--- src/rtl/ptw_pkg.sv ---
// Shared Sv32 page-table-walker types: writeback status, FSM states, PTE bit positions.
package ptw_pkg;

  localparam int DEF_PA_W  = 34;
  localparam int DEF_PTE_W = 32;

  localparam int PTE_BIT_V = 0;
  localparam int PTE_BIT_A = 6;
  localparam int PTE_BIT_D = 7;

  typedef enum logic [1:0] {
    PTE_WB_OK      = 2'd0,
    PTE_WB_CHANGED = 2'd1,
    PTE_WB_FAULT   = 2'd2
  } pte_wb_status_e;

  typedef enum logic [2:0] {
    S_IDLE    = 3'd0,
    S_RD_REQ  = 3'd1,
    S_RD_WAIT = 3'd2,
    S_WR_REQ  = 3'd3,
    S_WR_WAIT = 3'd4,
    S_RESP    = 3'd5,
    S_DRAIN   = 3'd6
  } pte_wb_state_e;

endpackage

--- src/rtl/ptw_pte_writeback_if.sv ---
// PTW request/response and locked data-memory port of the PTE writeback engine.
interface ptw_pte_writeback_if #(
  parameter int PA_W  = ptw_pkg::DEF_PA_W,
  parameter int PTE_W = ptw_pkg::DEF_PTE_W
);
  logic             req_valid_i;
  logic             req_ready_o;
  logic [PA_W-1:0]  req_paddr_i;
  logic [PTE_W-1:0] req_pte_old_i;
  logic [PTE_W-1:0] req_pte_new_i;
  logic             flush_i;
  logic             mem_req_valid_o;
  logic             mem_req_ready_i;
  logic             mem_req_we_o;
  logic [PA_W-1:0]  mem_req_addr_o;
  logic [PTE_W-1:0] mem_req_wdata_o;
  logic             mem_lock_o;
  logic             mem_rsp_valid_i;
  logic [PTE_W-1:0] mem_rsp_rdata_i;
  logic             mem_rsp_err_i;
  logic             done_o;
  logic [1:0]       status_o;
  logic [PTE_W-1:0] pte_final_o;
  logic             busy_o;

  // Engine side
  modport slave (
    input  req_valid_i, req_paddr_i, req_pte_old_i, req_pte_new_i, flush_i,
    input  mem_req_ready_i, mem_rsp_valid_i, mem_rsp_rdata_i, mem_rsp_err_i,
    output req_ready_o, mem_req_valid_o, mem_req_we_o, mem_req_addr_o,
    output mem_req_wdata_o, mem_lock_o, done_o, status_o, pte_final_o, busy_o
  );

  // PTW + memory side
  modport master (
    output req_valid_i, req_paddr_i, req_pte_old_i, req_pte_new_i, flush_i,
    output mem_req_ready_i, mem_rsp_valid_i, mem_rsp_rdata_i, mem_rsp_err_i,
    input  req_ready_o, mem_req_valid_o, mem_req_we_o, mem_req_addr_o,
    input  mem_req_wdata_o, mem_lock_o, done_o, status_o, pte_final_o, busy_o
  );
endinterface

--- src/rtl/ptw_pte_writeback.sv ---
// Atomic read-compare-write of a PTE A/D update under a held interconnect lock.
// Reports OK / CHANGED (software raced the walk) / FAULT; a flushed request never reports.
module ptw_pte_writeback
  import ptw_pkg::*;
#(
  parameter int PA_W  = DEF_PA_W,
  parameter int PTE_W = DEF_PTE_W
) (
  input  logic               clk,
  input  logic               rst,
  ptw_pte_writeback_if.slave wb
);

  pte_wb_state_e  state_q;
  pte_wb_status_e status_q;
  logic [PA_W-1:0]  addr_q;
  logic [PTE_W-1:0] old_q, new_q, wdata_q, final_q;
  logic mem_vld_q, we_q, lock_q, done_q;

  always_ff @(posedge clk) begin
    if (rst) begin
      state_q   <= S_IDLE;
      status_q  <= PTE_WB_OK;
      addr_q    <= '0;
      old_q     <= '0;
      new_q     <= '0;
      wdata_q   <= '0;
      final_q   <= '0;
      mem_vld_q <= 1'b0;
      we_q      <= 1'b0;
      lock_q    <= 1'b0;
      done_q    <= 1'b0;
    end else begin
      done_q <= 1'b0;
      case (state_q)
        S_IDLE: begin
          if (wb.req_valid_i) begin
            addr_q <= wb.req_paddr_i & ~PA_W'(3);
            old_q  <= wb.req_pte_old_i;
            new_q  <= wb.req_pte_new_i;
            if (wb.flush_i) begin
              state_q <= S_IDLE;
            end else if (wb.req_pte_new_i == wb.req_pte_old_i) begin
              state_q  <= S_RESP;
              done_q   <= 1'b1;
              status_q <= PTE_WB_OK;
              final_q  <= wb.req_pte_old_i;
            end else begin
              state_q   <= S_RD_REQ;
              mem_vld_q <= 1'b1;
              we_q      <= 1'b0;
              lock_q    <= 1'b1;
            end
          end
        end
        S_RD_REQ, S_WR_REQ: begin
          if (wb.flush_i) begin
            mem_vld_q <= 1'b0;
            // An already-accepted request still owes a response, so drain it under lock.
            if (wb.mem_req_ready_i) begin
              state_q <= S_DRAIN;
            end else begin
              state_q <= S_IDLE;
              lock_q  <= 1'b0;
            end
          end else if (wb.mem_req_ready_i) begin
            mem_vld_q <= 1'b0;
            state_q   <= (state_q == S_RD_REQ) ? S_RD_WAIT : S_WR_WAIT;
          end
        end
        S_RD_WAIT: begin
          if (wb.mem_rsp_valid_i) begin
            if (wb.flush_i) begin
              state_q <= S_IDLE;
              lock_q  <= 1'b0;
            end else if (wb.mem_rsp_err_i) begin
              state_q  <= S_RESP;
              done_q   <= 1'b1;
              status_q <= PTE_WB_FAULT;
              final_q  <= old_q;
              lock_q   <= 1'b0;
            end else if (wb.mem_rsp_rdata_i != old_q) begin
              state_q  <= S_RESP;
              done_q   <= 1'b1;
              status_q <= PTE_WB_CHANGED;
              final_q  <= wb.mem_rsp_rdata_i;
              lock_q   <= 1'b0;
            end else begin
              state_q   <= S_WR_REQ;
              mem_vld_q <= 1'b1;
              we_q      <= 1'b1;
              wdata_q   <= new_q;
            end
          end else if (wb.flush_i) begin
            state_q <= S_DRAIN;
          end
        end
        S_WR_WAIT: begin
          if (wb.mem_rsp_valid_i) begin
            lock_q <= 1'b0;
            if (wb.flush_i) begin
              state_q <= S_IDLE;
            end else begin
              state_q  <= S_RESP;
              done_q   <= 1'b1;
              status_q <= wb.mem_rsp_err_i ? PTE_WB_FAULT : PTE_WB_OK;
              final_q  <= wb.mem_rsp_err_i ? old_q : new_q;
            end
          end else if (wb.flush_i) begin
            state_q <= S_DRAIN;
          end
        end
        S_DRAIN: begin
          if (wb.mem_rsp_valid_i) begin
            state_q <= S_IDLE;
            lock_q  <= 1'b0;
          end
        end
        S_RESP:  state_q <= S_IDLE;
        default: state_q <= S_IDLE;
      endcase
    end
  end

  assign wb.req_ready_o     = (state_q == S_IDLE);
  assign wb.busy_o          = (state_q != S_IDLE);
  assign wb.mem_req_valid_o = mem_vld_q;
  assign wb.mem_req_we_o    = we_q;
  assign wb.mem_req_addr_o  = addr_q;
  assign wb.mem_req_wdata_o = wdata_q;
  assign wb.mem_lock_o      = lock_q;
  assign wb.done_o          = done_q;
  assign wb.status_o        = status_q;
  assign wb.pte_final_o     = final_q;

endmodule

--- src/flat_wrapper.sv ---
// flat-port wrapper written by rule: the top's interface ports become plain ports
module ptw_pte_writeback_flat import ptw_pkg::*;
#(
  parameter int PA_W  = DEF_PA_W,
  parameter int PTE_W = DEF_PTE_W
)
  (clk, rst, wb_req_valid_i, wb_req_paddr_i, wb_req_pte_old_i, wb_req_pte_new_i, wb_flush_i, wb_mem_req_ready_i, wb_mem_rsp_valid_i, wb_mem_rsp_rdata_i, wb_mem_rsp_err_i, wb_req_ready_o, wb_mem_req_valid_o, wb_mem_req_we_o, wb_mem_req_addr_o, wb_mem_req_wdata_o, wb_mem_lock_o, wb_done_o, wb_status_o, wb_pte_final_o, wb_busy_o);
  ptw_pte_writeback_if #(.PA_W(PA_W), .PTE_W(PTE_W)) wb_i ();
  input  logic clk;
  input  logic rst;
  input wire logic [$bits(wb_i.req_valid_i)-1:0] wb_req_valid_i;
  input wire logic [$bits(wb_i.req_paddr_i)-1:0] wb_req_paddr_i;
  input wire logic [$bits(wb_i.req_pte_old_i)-1:0] wb_req_pte_old_i;
  input wire logic [$bits(wb_i.req_pte_new_i)-1:0] wb_req_pte_new_i;
  input wire logic [$bits(wb_i.flush_i)-1:0] wb_flush_i;
  input wire logic [$bits(wb_i.mem_req_ready_i)-1:0] wb_mem_req_ready_i;
  input wire logic [$bits(wb_i.mem_rsp_valid_i)-1:0] wb_mem_rsp_valid_i;
  input wire logic [$bits(wb_i.mem_rsp_rdata_i)-1:0] wb_mem_rsp_rdata_i;
  input wire logic [$bits(wb_i.mem_rsp_err_i)-1:0] wb_mem_rsp_err_i;
  output wire logic [$bits(wb_i.req_ready_o)-1:0] wb_req_ready_o;
  output wire logic [$bits(wb_i.mem_req_valid_o)-1:0] wb_mem_req_valid_o;
  output wire logic [$bits(wb_i.mem_req_we_o)-1:0] wb_mem_req_we_o;
  output wire logic [$bits(wb_i.mem_req_addr_o)-1:0] wb_mem_req_addr_o;
  output wire logic [$bits(wb_i.mem_req_wdata_o)-1:0] wb_mem_req_wdata_o;
  output wire logic [$bits(wb_i.mem_lock_o)-1:0] wb_mem_lock_o;
  output wire logic [$bits(wb_i.done_o)-1:0] wb_done_o;
  output wire logic [$bits(wb_i.status_o)-1:0] wb_status_o;
  output wire logic [$bits(wb_i.pte_final_o)-1:0] wb_pte_final_o;
  output wire logic [$bits(wb_i.busy_o)-1:0] wb_busy_o;
  assign wb_i.req_valid_i = wb_req_valid_i;
  assign wb_i.req_paddr_i = wb_req_paddr_i;
  assign wb_i.req_pte_old_i = wb_req_pte_old_i;
  assign wb_i.req_pte_new_i = wb_req_pte_new_i;
  assign wb_i.flush_i = wb_flush_i;
  assign wb_i.mem_req_ready_i = wb_mem_req_ready_i;
  assign wb_i.mem_rsp_valid_i = wb_mem_rsp_valid_i;
  assign wb_i.mem_rsp_rdata_i = wb_mem_rsp_rdata_i;
  assign wb_i.mem_rsp_err_i = wb_mem_rsp_err_i;
  assign wb_req_ready_o = wb_i.req_ready_o;
  assign wb_mem_req_valid_o = wb_i.mem_req_valid_o;
  assign wb_mem_req_we_o = wb_i.mem_req_we_o;
  assign wb_mem_req_addr_o = wb_i.mem_req_addr_o;
  assign wb_mem_req_wdata_o = wb_i.mem_req_wdata_o;
  assign wb_mem_lock_o = wb_i.mem_lock_o;
  assign wb_done_o = wb_i.done_o;
  assign wb_status_o = wb_i.status_o;
  assign wb_pte_final_o = wb_i.pte_final_o;
  assign wb_busy_o = wb_i.busy_o;
  ptw_pte_writeback #(.PA_W(PA_W), .PTE_W(PTE_W)) u_core (.clk(clk), .rst(rst), .wb(wb_i));
endmodule
--- config.mk ---
export PLATFORM = sky130hd
export DESIGN_NAME = ptw_pte_writeback_flat
export DESIGN_NICKNAME = d
export VERILOG_FILES = /design/src/rtl/ptw_pkg.sv /design/src/rtl/ptw_pte_writeback_if.sv /design/src/rtl/ptw_pte_writeback.sv /design/src/flat_wrapper.sv
export SDC_FILE = /design/constraint.sdc
export NUM_CORES = 1
export LEC_CHECK = 0
export CORE_MARGIN = 3
export CORE_UTILIZATION = 40
export CTS_CLUSTER_DIAMETER = 40
export DETAILED_ROUTE_END_ITERATION = 12
export PLACE_DENSITY = 0.76
export SLEW_MARGIN = 40
export SYNTH_ARGS = -nofsm -noshare
export SYNTH_HDL_FRONTEND = slang
export SYNTH_SLANG_ARGS = --single-unit
--- constraint.sdc ---
create_clock -name clk -period 2.9 [get_ports clk]
set_input_delay 0.435 -clock clk [delete_from_list [all_inputs] [get_ports clk]]
set_output_delay 0.435 -clock clk [all_outputs]
set_load 0.02 [all_outputs]
After elaboration in Yosys (flattened, before gate mapping)

Cells that the tools add are included.

Register bits after elaboration: 169
Bits of input ports: 137
Logic and storage cells: 123
Output and inout port bits: 106

Mux-type cells: 70
Reduce and logical (&&, ||, !) cells: 15
Eq/ne operators: 24
Bitwise operators: 3

Operators by type and width:

| cell                 | number |
|---|---|
| $mux W32             | 10 |
| $pmux W32 S3         | 1 |
| $mux W3              | 15 |
| $eq A32 B32 Y1       | 1 |
| $ne A32 B32 Y1       | 1 |
| $mux W1              | 28 |
| $reduce_and A9 Y1    | 3 |
| $ne A2 B2 Y1 const B | 12 |
| $mux W2              | 10 |
| $pmux W3 S5          | 1 |
| $reduce_bool A3 Y1   | 3 |
| $reduce_and A8 Y1    | 1 |
| $eq A3 B2 Y1 const B | 2 |
| $eq A3 B3 Y1 const B | 2 |
| $pmux W1 S3          | 2 |
| $pmux W2 S3          | 1 |
| $reduce_and A5 Y1    | 1 |
| $ne A2 B1 Y1 const B | 2 |
| $ne A4 B3 Y1 const B | 1 |
| $pmux W1 S4          | 1 |
| $reduce_bool A4 Y1   | 1 |
| $reduce_or A2 Y1     | 2 |
| $eq A3 B1 Y1 const B | 1 |
| $logic_not A3 Y1     | 1 |
| 7 further kinds      | 9 |

Logic depth before layout (Yosys ltp)

Gate-level depths: netlist (run 1).

Word-level depth: 6
Depth in mapped cells: 10
Gate-level depth less buffers: 6

Least setup slack after synthesis (run 1)

OpenSTA, ideal clock, no wires.

Kind: input-to-reg
Start: input wb_mem_rsp_rdata_i[3]
End: register u_core.lock_q, in the netlist u_core.wb.mem_lock_o
Path buffers: 1
Required time: 2784 ps
Path slack: 915 ps
Stages on the path: 7
Setup time: 116 ps
Arrival: 1869 ps
Path through: xor2_1 -> nor4_1 -> and4_1 -> nand3_1 -> buf_2 -> o221a_1 -> o211a_1

Longest elaborated chain between the ends: 3

Ends and longest elaborated chain:

| what                               | RTL line                 | text |
|---|---|---|
| start, declared                    | flat_wrapper.sv:18       | `input wire logic [$bits(wb_i.mem_rsp_rdata_i)-1:0] wb_mem_rsp_rdata_i;` |
| $ne A32 B32 Y1                     | ptw_pte_writeback.sv:82  | `end else if (wb.mem_rsp_rdata_i != old_q) begin` |
| $ne A4 B3 Y1 (no source line)      | --                       |  |
| $reduce_and A9 Y1 (no source line) | --                       |  |
| end signal, assigned               | ptw_pte_writeback.sv:81  | `lock_q <= 1'b0;` |
| end signal, assigned               | ptw_pte_writeback.sv:87  | `lock_q <= 1'b0;` |
| end signal, assigned               | ptw_pte_writeback.sv:100 | `lock_q <= 1'b0;` |
| end, declared                      | ptw_pte_writeback.sv:18  | `logic mem_vld_q, we_q, lock_q, done_q;` |

No other way between the ends.
A chain may end at the register's enable or synchronous reset.

Final worst setup path (run 1)

Start: register u_core.state_q[0]
End: output wb_req_ready_o

Longest elaborated chain between the ends: 1

Ends and longest elaborated chain:

| what                   | RTL line                 | text |
|---|---|---|
| start, declared        | ptw_pte_writeback.sv:14  | `pte_wb_state_e state_q;` |
| start signal, assigned | ptw_pte_writeback.sv:68  | `state_q <= (state_q == S_RD_REQ) ? S_RD_WAIT : S_WR_WAIT;` |
| $logic_not A3 Y1       | ptw_pte_writeback.sv:125 | `assign wb.req_ready_o = (state_q == S_IDLE);` |
| end, declared          | flat_wrapper.sv:20       | `output wire logic [$bits(wb_i.req_ready_o)-1:0] wb_req_ready_o;` |

No other way between the ends.

==> summary.md, run 1 <==
| Metric | Value |
|---|---|
| Avg Inst Size Synth | 8.32 µm² |
| Wire per inst | between 20 and 25 µm |
| Cell area after placement | about 11000 µm² |
| Die Ht | 146 µm |
| Nets | 1286 |
| CP arrival | 2.33 ns |
| Startpoint types | flop |
| Crit. End Element | output pin |
| Post-synth ARST share | 0% |
| Clock transition at the registers of the reported paths | approximately 0.07 ns |
| Die area | between 20000 and 25000 µm² |
| DP Worst Slack | -0.000569 ns |
| VDD IR max | between 0.0004 and 0.0005 V |
| Number of global-route vias before repair | roughly 8000 |
| Post-route ant nets | 0 |
| Mapped Cells | roughly 940 |
| CP required | 2.47 ns |
| Most frequent cells in the layout | clkdlybuf4s50_1 (237), nand2_1 (232), dfxtp_1 (169), a21oi_1 (135), nand3_1 (62) |
| Min cycle time layout | roughly 2.8 ns |
| Post-Synth XOR/XNOR Area | between 7 and 8% |
| Power Density | 527 nW/µm² |
| Number of flops mapped to enable cells by yosys | 0 |
| Core area | roughly 19000 µm² |
| GPL Wtd Cong | approximately 0.91 |
| # setup viols final | 0 |
| Share of layout cells above drive strength 1 | just under 9% |
| CP max FO | 19 |
| DR DRC count | 0 |
| Area grow syn2layout | 41.8% |
| Ys Warns | 0 |
| Outcome | finished, final reports clean |
| Via count | slightly above 8000 |
| Worst hold path type | flop to flop |
| Sequential area share after synthesis | approximately 43% |
| CTS tree | built |
| Drt pass-1 iters | 9 |
| PortBufs | between 200 and 250 |
| Worst Slack Setup Final | between 0.1 and 0.15 ns |
| Design area | between 10000 and 15000 µm² |
| DR iter-0 viols | between 900 and 1000 |
| Root buf cell | clkbuf_16 |
| Post-CTS setup buffers | 0 |
| Overall die width | about 150 µm |
| Slew headroom | 49.8% |
| Largest net degree at the start of global routing | 90 |
| Unrepaired setup endpoints after global routing | no |
| Hold_buf cts | 0 |
| Max-cap violations | 0 |
| Leak Pwr | 3.84 nW |
| Max Freq | 361 MHz |
| WL final | 29000 µm |
| Initial antenna violation count | 6 |
| Setup CP Type | flop to output pin |
| Clk_lat worst skew | between 0.4 and 0.5 ns |
| Final Cycle Share | between 90% and 100% |
| DP HPWL | between 20000 and 25000 µm |
| Cts bufs inserted | 17 |
| H-tree depth | 4 |
| Starting density of the core | around two fifths |
| Vias per cell | 5.74 |
| Clock tree sinks | between 150 and 200 |
| Synth Register Bits | approximately 170 |
| Compound-Gate Fraction of Synth Area | 24.1% |
| Clock skew | approximately 0.0096 ns |
| Gr ovfl total | 0 |
| Primary FF master, synth | dfxtp_1 |
| Final Hold Viols | 0 |
| Simple-Gate Fraction of Synth Area | between 10% and 20% |
| Commonest non-fill, non-tap cell in the layout | clkdlybuf4s50_1 |
| Post-synthesis mux area share | 0.255% |
| Worst-case clock buffer depth | 2 |
| Post-synthesis cell type count | 56 |
| First-pass GRT wire length | between 40000 and 50000 µm |
| Fin. max-slew vios | 0 |
| Tightest Pin Transition | between 0.7 and 0.8 ns |
| GRT Util Overall | between 20% and 30% |
| Resize count post-CTS | 0 |
| IO Pins | approximately 240 |
| Cell Area, Synth | 7850 µm² |
| Site Rows | 50 |
| Post-Synth Adder-Cell Area | 0% |
| Largest family of logic cells by synthesized area | compound AO/OA/AOI/OAI gates |
==> registers in the layout, indices dropped and copies added, names as in the netlist <==
signal / flops
u_core.new_q: 32
u_core.old_q: 32
u_core.state_q: 3
u_core.wb.done_o: 1
u_core.wb.mem_lock_o: 1
u_core.wb.mem_req_addr_o: 32
u_core.wb.mem_req_valid_o: 1
u_core.wb.mem_req_wdata_o: 32
u_core.wb.mem_req_we_o: 1
u_core.wb.pte_final_o: 32
u_core.wb.status_o: 2
==> area by class of cell <==
| cell class | count | area, µm² |
|---|---|---|
| flip-flops and latches | 169 | 3380 |
| diodes | 2 | 5.00 |
| repair buffers | 274 | 2740 |
| clock buffers | 18 | 439 |
| multi-input cells | 682 | 4050 |
| well taps | 260 | 325 |
| fillers | 1720 | 7890 |
| inverters | 5 | 18.8 |
| clock inverters | 14 | 164 |
==> worst paths after layout <==
| kind | from | endpoint | slack, ns | cells past startpoint |
|---|---|---|---|---|
| worst max-delay path | u_core.state_q[0] | wb_req_ready_o | 0.13 | 3 |
| worst min-delay path | u_core.wb.mem_req_addr_o[20] | u_core.wb.mem_req_addr_o[20] | 0.45 | 2 |
| worst max register to register | u_core.state_q[0] | u_core.wb.done_o | 0.47 | 7 |
| worst min register to register | u_core.wb.mem_req_addr_o[20] | u_core.wb.mem_req_addr_o[20] | 0.45 | 2 |
==> synthesized netlist by cell type (4+ instances only) <==
library cell / number / area, µm²
nor2b_1: 4 / 25.0
a221oi_1: 4 / 35.0
buf_2: 23 / 115
buf_4: 5 / 37.5
o311ai_1: 7 / 61.3
buf_6: 5 / 56.3
nand2b_1: 5 / 31.3
nor2_1: 11 / 41.3
dfxtp_1: 169 / 3380
a21oi_1: 135 / 676
xnor2_1: 32 / 280
nor4_1: 8 / 50.1
o31ai_1: 7 / 52.6
xor2_1: 33 / 289
nand4_1: 11 / 68.8
nand2_1: 233 / 875
clkbuf_1: 55 / 206
a31oi_1: 28 / 175
nand3_1: 62 / 310
a311oi_1: 7 / 61.3
a222oi_1: 30 / 300
o21ai_0: 4 / 20.0
a311oi_2: 20 / 300
==> routing by layer <==
layer / routed length (µm) / vias to the layer above / GRT usage [%]
met3: 3160 / 79 / 9.28
met1: 11200 / 3844 / 31.5
li1: - / 3795 / -
met5: 53 / - / 0
met2: 13500 / 446 / 42.0
met4: 1070 / 8 / 11.1
==> metrics by stage <==
step | total power (W) | hold WS [ns] | setup TNS, ns | utilization (%) | cells
floorplan | 0.00305 | 0.449 | 0 | - | 945
global placement | 0.00354 | 0.441 | 0 | 55.3 | 1390
detailed placement | 0.00355 | 0.446 | -0.000569 | 55.3 | 1390
CTS | 0.00588 | 0.456 | 0 | 58.5 | 1422
global route | 0.00607 | 0.467 | 0 | 58.5 | 1424
finish | 0.00587 | 0.454 | 0 | 58.5 | 1424
==> critical path, stage by stage (launching register included) <==
cell             delay, ns
dfxtp_1               0.53
or3_1                 0.60
inv_2                 0.16
clkdlybuf4s50_1       0.62
==> logic make-up after synthesis <==
logic type	count (synthesis)
AND/OR/NAND/NOR	350
AO/OA/AOI/OAI	263
flip-flops	169
buffers and inverters	94
XOR/XNOR	65
multiplexers	2
other	1
==> power by group <==
part,internal (W),switching (W),leakage [nW]
registers,0.00243,0.0000838,1.38
clock network,0.00132,0.00103,0.292
logic,0.000457,0.000549,2.17
total,0.00420,0.00167,3.84
No activity file was read; power rests on OpenSTA's default activity.
==> run 2: changes to the inputs <==
- CTS_BUF_LIST: unset -> sky130_fd_sc_hd__clkbuf_4 sky130_fd_sc_hd__clkbuf_8
==> summary.md, run 2 (synthesized netlist as in run 1, its figures left out) <==
| Metric | Value |
|---|---|
| Largest net degree at the start of global routing | 90 |
| Number of global-route vias before repair | approximately 8000 |
| Hold Startpoint | u_core.wb.mem_req_addr_o[20] |
| H-tree depth | 4 |
| DR DRC count | 0 |
| CP required | between 2 and 2.5 ns |
| Die Ht | between 100 and 150 µm |
| Wire per inst | around 20 µm |
| Final Cycle Share | 92.7% |
| Site Rows | 50 |
| Clock skew | between 0.01 and 0.015 ns |
| Vias per cell | approximately 5.8 |
| Via count | just over 8000 |
| Min cycle time layout | approximately 2.7 ns |
| Clk_lat worst skew | ~0.47 ns |
| VDD IR max | about 0.00042 V |
| Tightest Pin Transition | 0.742 ns |
| Flop2flop setup slack | between 0.4 and 0.5 ns |
| Outcome | finished, final reports clean |
| Nets | about 1300 |
| Clock tree sinks | 169 |
| Reg2reg path depth | 7 |
| Commonest non-fill, non-tap cell in the layout | clkdlybuf4s50_1 |
| IO Pins | approximately 240 |
| DR iter-0 viols | 876 |
| Post-route ant nets | 0 |
| Tot Pwr | 0.00528 W |
| CP max FO | 19 |
| GPL Wtd Cong | 0.906 |
| Cts bufs inserted | 17 |
| GRT Util Overall | roughly 26% |
| Die area | 21300 µm² |
| Fin. max-slew vios | 0 |
| Drt pass-1 iters | 6 |
| Leak Pwr | roughly 3.8 nW |
| Hold WS | approximately 0.46 ns |
| Slew headroom | about 51% |
| Power Density | roughly 480 nW/µm² |
| PortBufs | between 200 and 250 |
| First-pass GRT wire length | ~44000 µm |
| WL final | ~29000 µm |
| Worst hold path type | flop to flop |
| Cell area after placement | 10500 µm² |
| Max-cap violations | 0 |
| Register area | 3380 µm² |
| Multi-input logic area | approximately 4100 µm² |
| Hold_buf cts | 0 |
| Worst-case clock buffer depth | 2 |
| DP HPWL | 20100 µm |
| Starting density of the core | between 40% and 50% |
| Max Freq | between 300 and 400 MHz |
| Startpoint types | flop |
| Design area | approximately 11000 µm² |
| Crit. End Element | output pin |
| Most frequent cells in the layout | clkdlybuf4s50_1 (237), nand2_1 (232), dfxtp_1 (169), a21oi_1 (135), nand3_1 (62) |
| CTS tree | built |
| Clock transition at the registers of the reported paths | ~0.10 ns |
| Root buf cell | clkbuf_8 |
| Setup CP Type | flop to output pin |
| Core area | between 15000 and 20000 µm² |
| Overall die width | between 100 and 150 µm |
| Setup total negative slack | 0 ns |
| Final Hold Viols | 0 |
| CP Capture Point | wb_req_ready_o |
| Layout fillers | ~1700 |
| Share of layout cells above drive strength 1 | about 9% |
| Post-CTS setup buffers | 0 |
| CP startpoint | u_core.state_q[0] |
| # setup viols final | 0 |
| CP arrival | between 2 and 2.5 ns |
| Area grow syn2layout | 39.4% |
| Initial antenna violation count | 5 |
| FF-to-FF Start | u_core.state_q[0] |
| Gr ovfl total | 0 |
| Reg2reg end | u_core.wb.pte_final_o[25] |
| Unrepaired setup endpoints after global routing | no |
[run 2: changes by cell type in the layout (fill, tap and decap cells not counted)]
cell       delta
clkbuf_16    -17
clkbuf_8     +17
or3_1         -1
or3_4         +1
[run 2: per-stage QoR]
| step | worst slack, ns | utilization, % | std cells |
|---|---|---|---|
| finish | 0.211 | 57.5 | 1424 |
| detailed placement | -0.000569 | 55.3 | 1390 |
| CTS | 0.0876 | 57.5 | 1422 |
| global placement | 0.0700 | 55.3 | 1390 |
| global route | 0.0964 | 57.5 | 1424 |
| floorplan | 0.915 | - | 945 |
[run 2: per-layer routing]
metal	vias to the layer above	track usage (%)	wire length (µm)
met5	-	0	39
met4	6	9.83	915
met3	67	9.00	3460
met2	500	42.2	13400
met1	3838	31.2	10800
li1	3789	-	-
[run 2: how the worst min path moves through the flow]
stage,endpoint,slack [ns],cells after the start
floorplan,u_core.new_q[31],0.45,2
global placement,u_core.wb.mem_req_addr_o[32],0.44,2
detailed placement,u_core.wb.mem_req_addr_o[16],0.45,2
CTS,u_core.wb.mem_req_addr_o[16],0.46,2
global route,u_core.wb.mem_req_addr_o[22],0.47,2
finish,u_core.wb.mem_req_addr_o[20],0.46,2
[run 2: critical path: stages (launching register included)]
cell and delay [ns]:
dfxtp_1 0.53, or3_4 0.53, inv_2 0.13, clkdlybuf4s50_1 0.61
[run 2: area by class of cell]
cell class | instances | share of cell area, %
Antenna cell | 2 | 0.0457
Sequential cell | 169 | 30.9
Tap cell | 260 | 2.97
Timing Repair Buffer | 274 | 25.0
Clock buffer | 18 | 2.26
Multi-Input combinational cell | 682 | 37.1
Inverter | 5 | 0.171
Clock inverter | 14 | 1.50
[run 2: repair_timing]
action	in CTS	in global routing
setup endpoints to repair	0	1
hold endpoints to repair	0	0
gates resized for setup	0	1
[run 2: report_power, final]
part	total, W	internal (W)	switching (W)
Combinational	0.00100	0.000458	0.000544
Clock	0.00177	0.000813	0.000958
Sequential	0.00251	0.00243	0.0000836
Total	0.00528	0.00370	0.00159
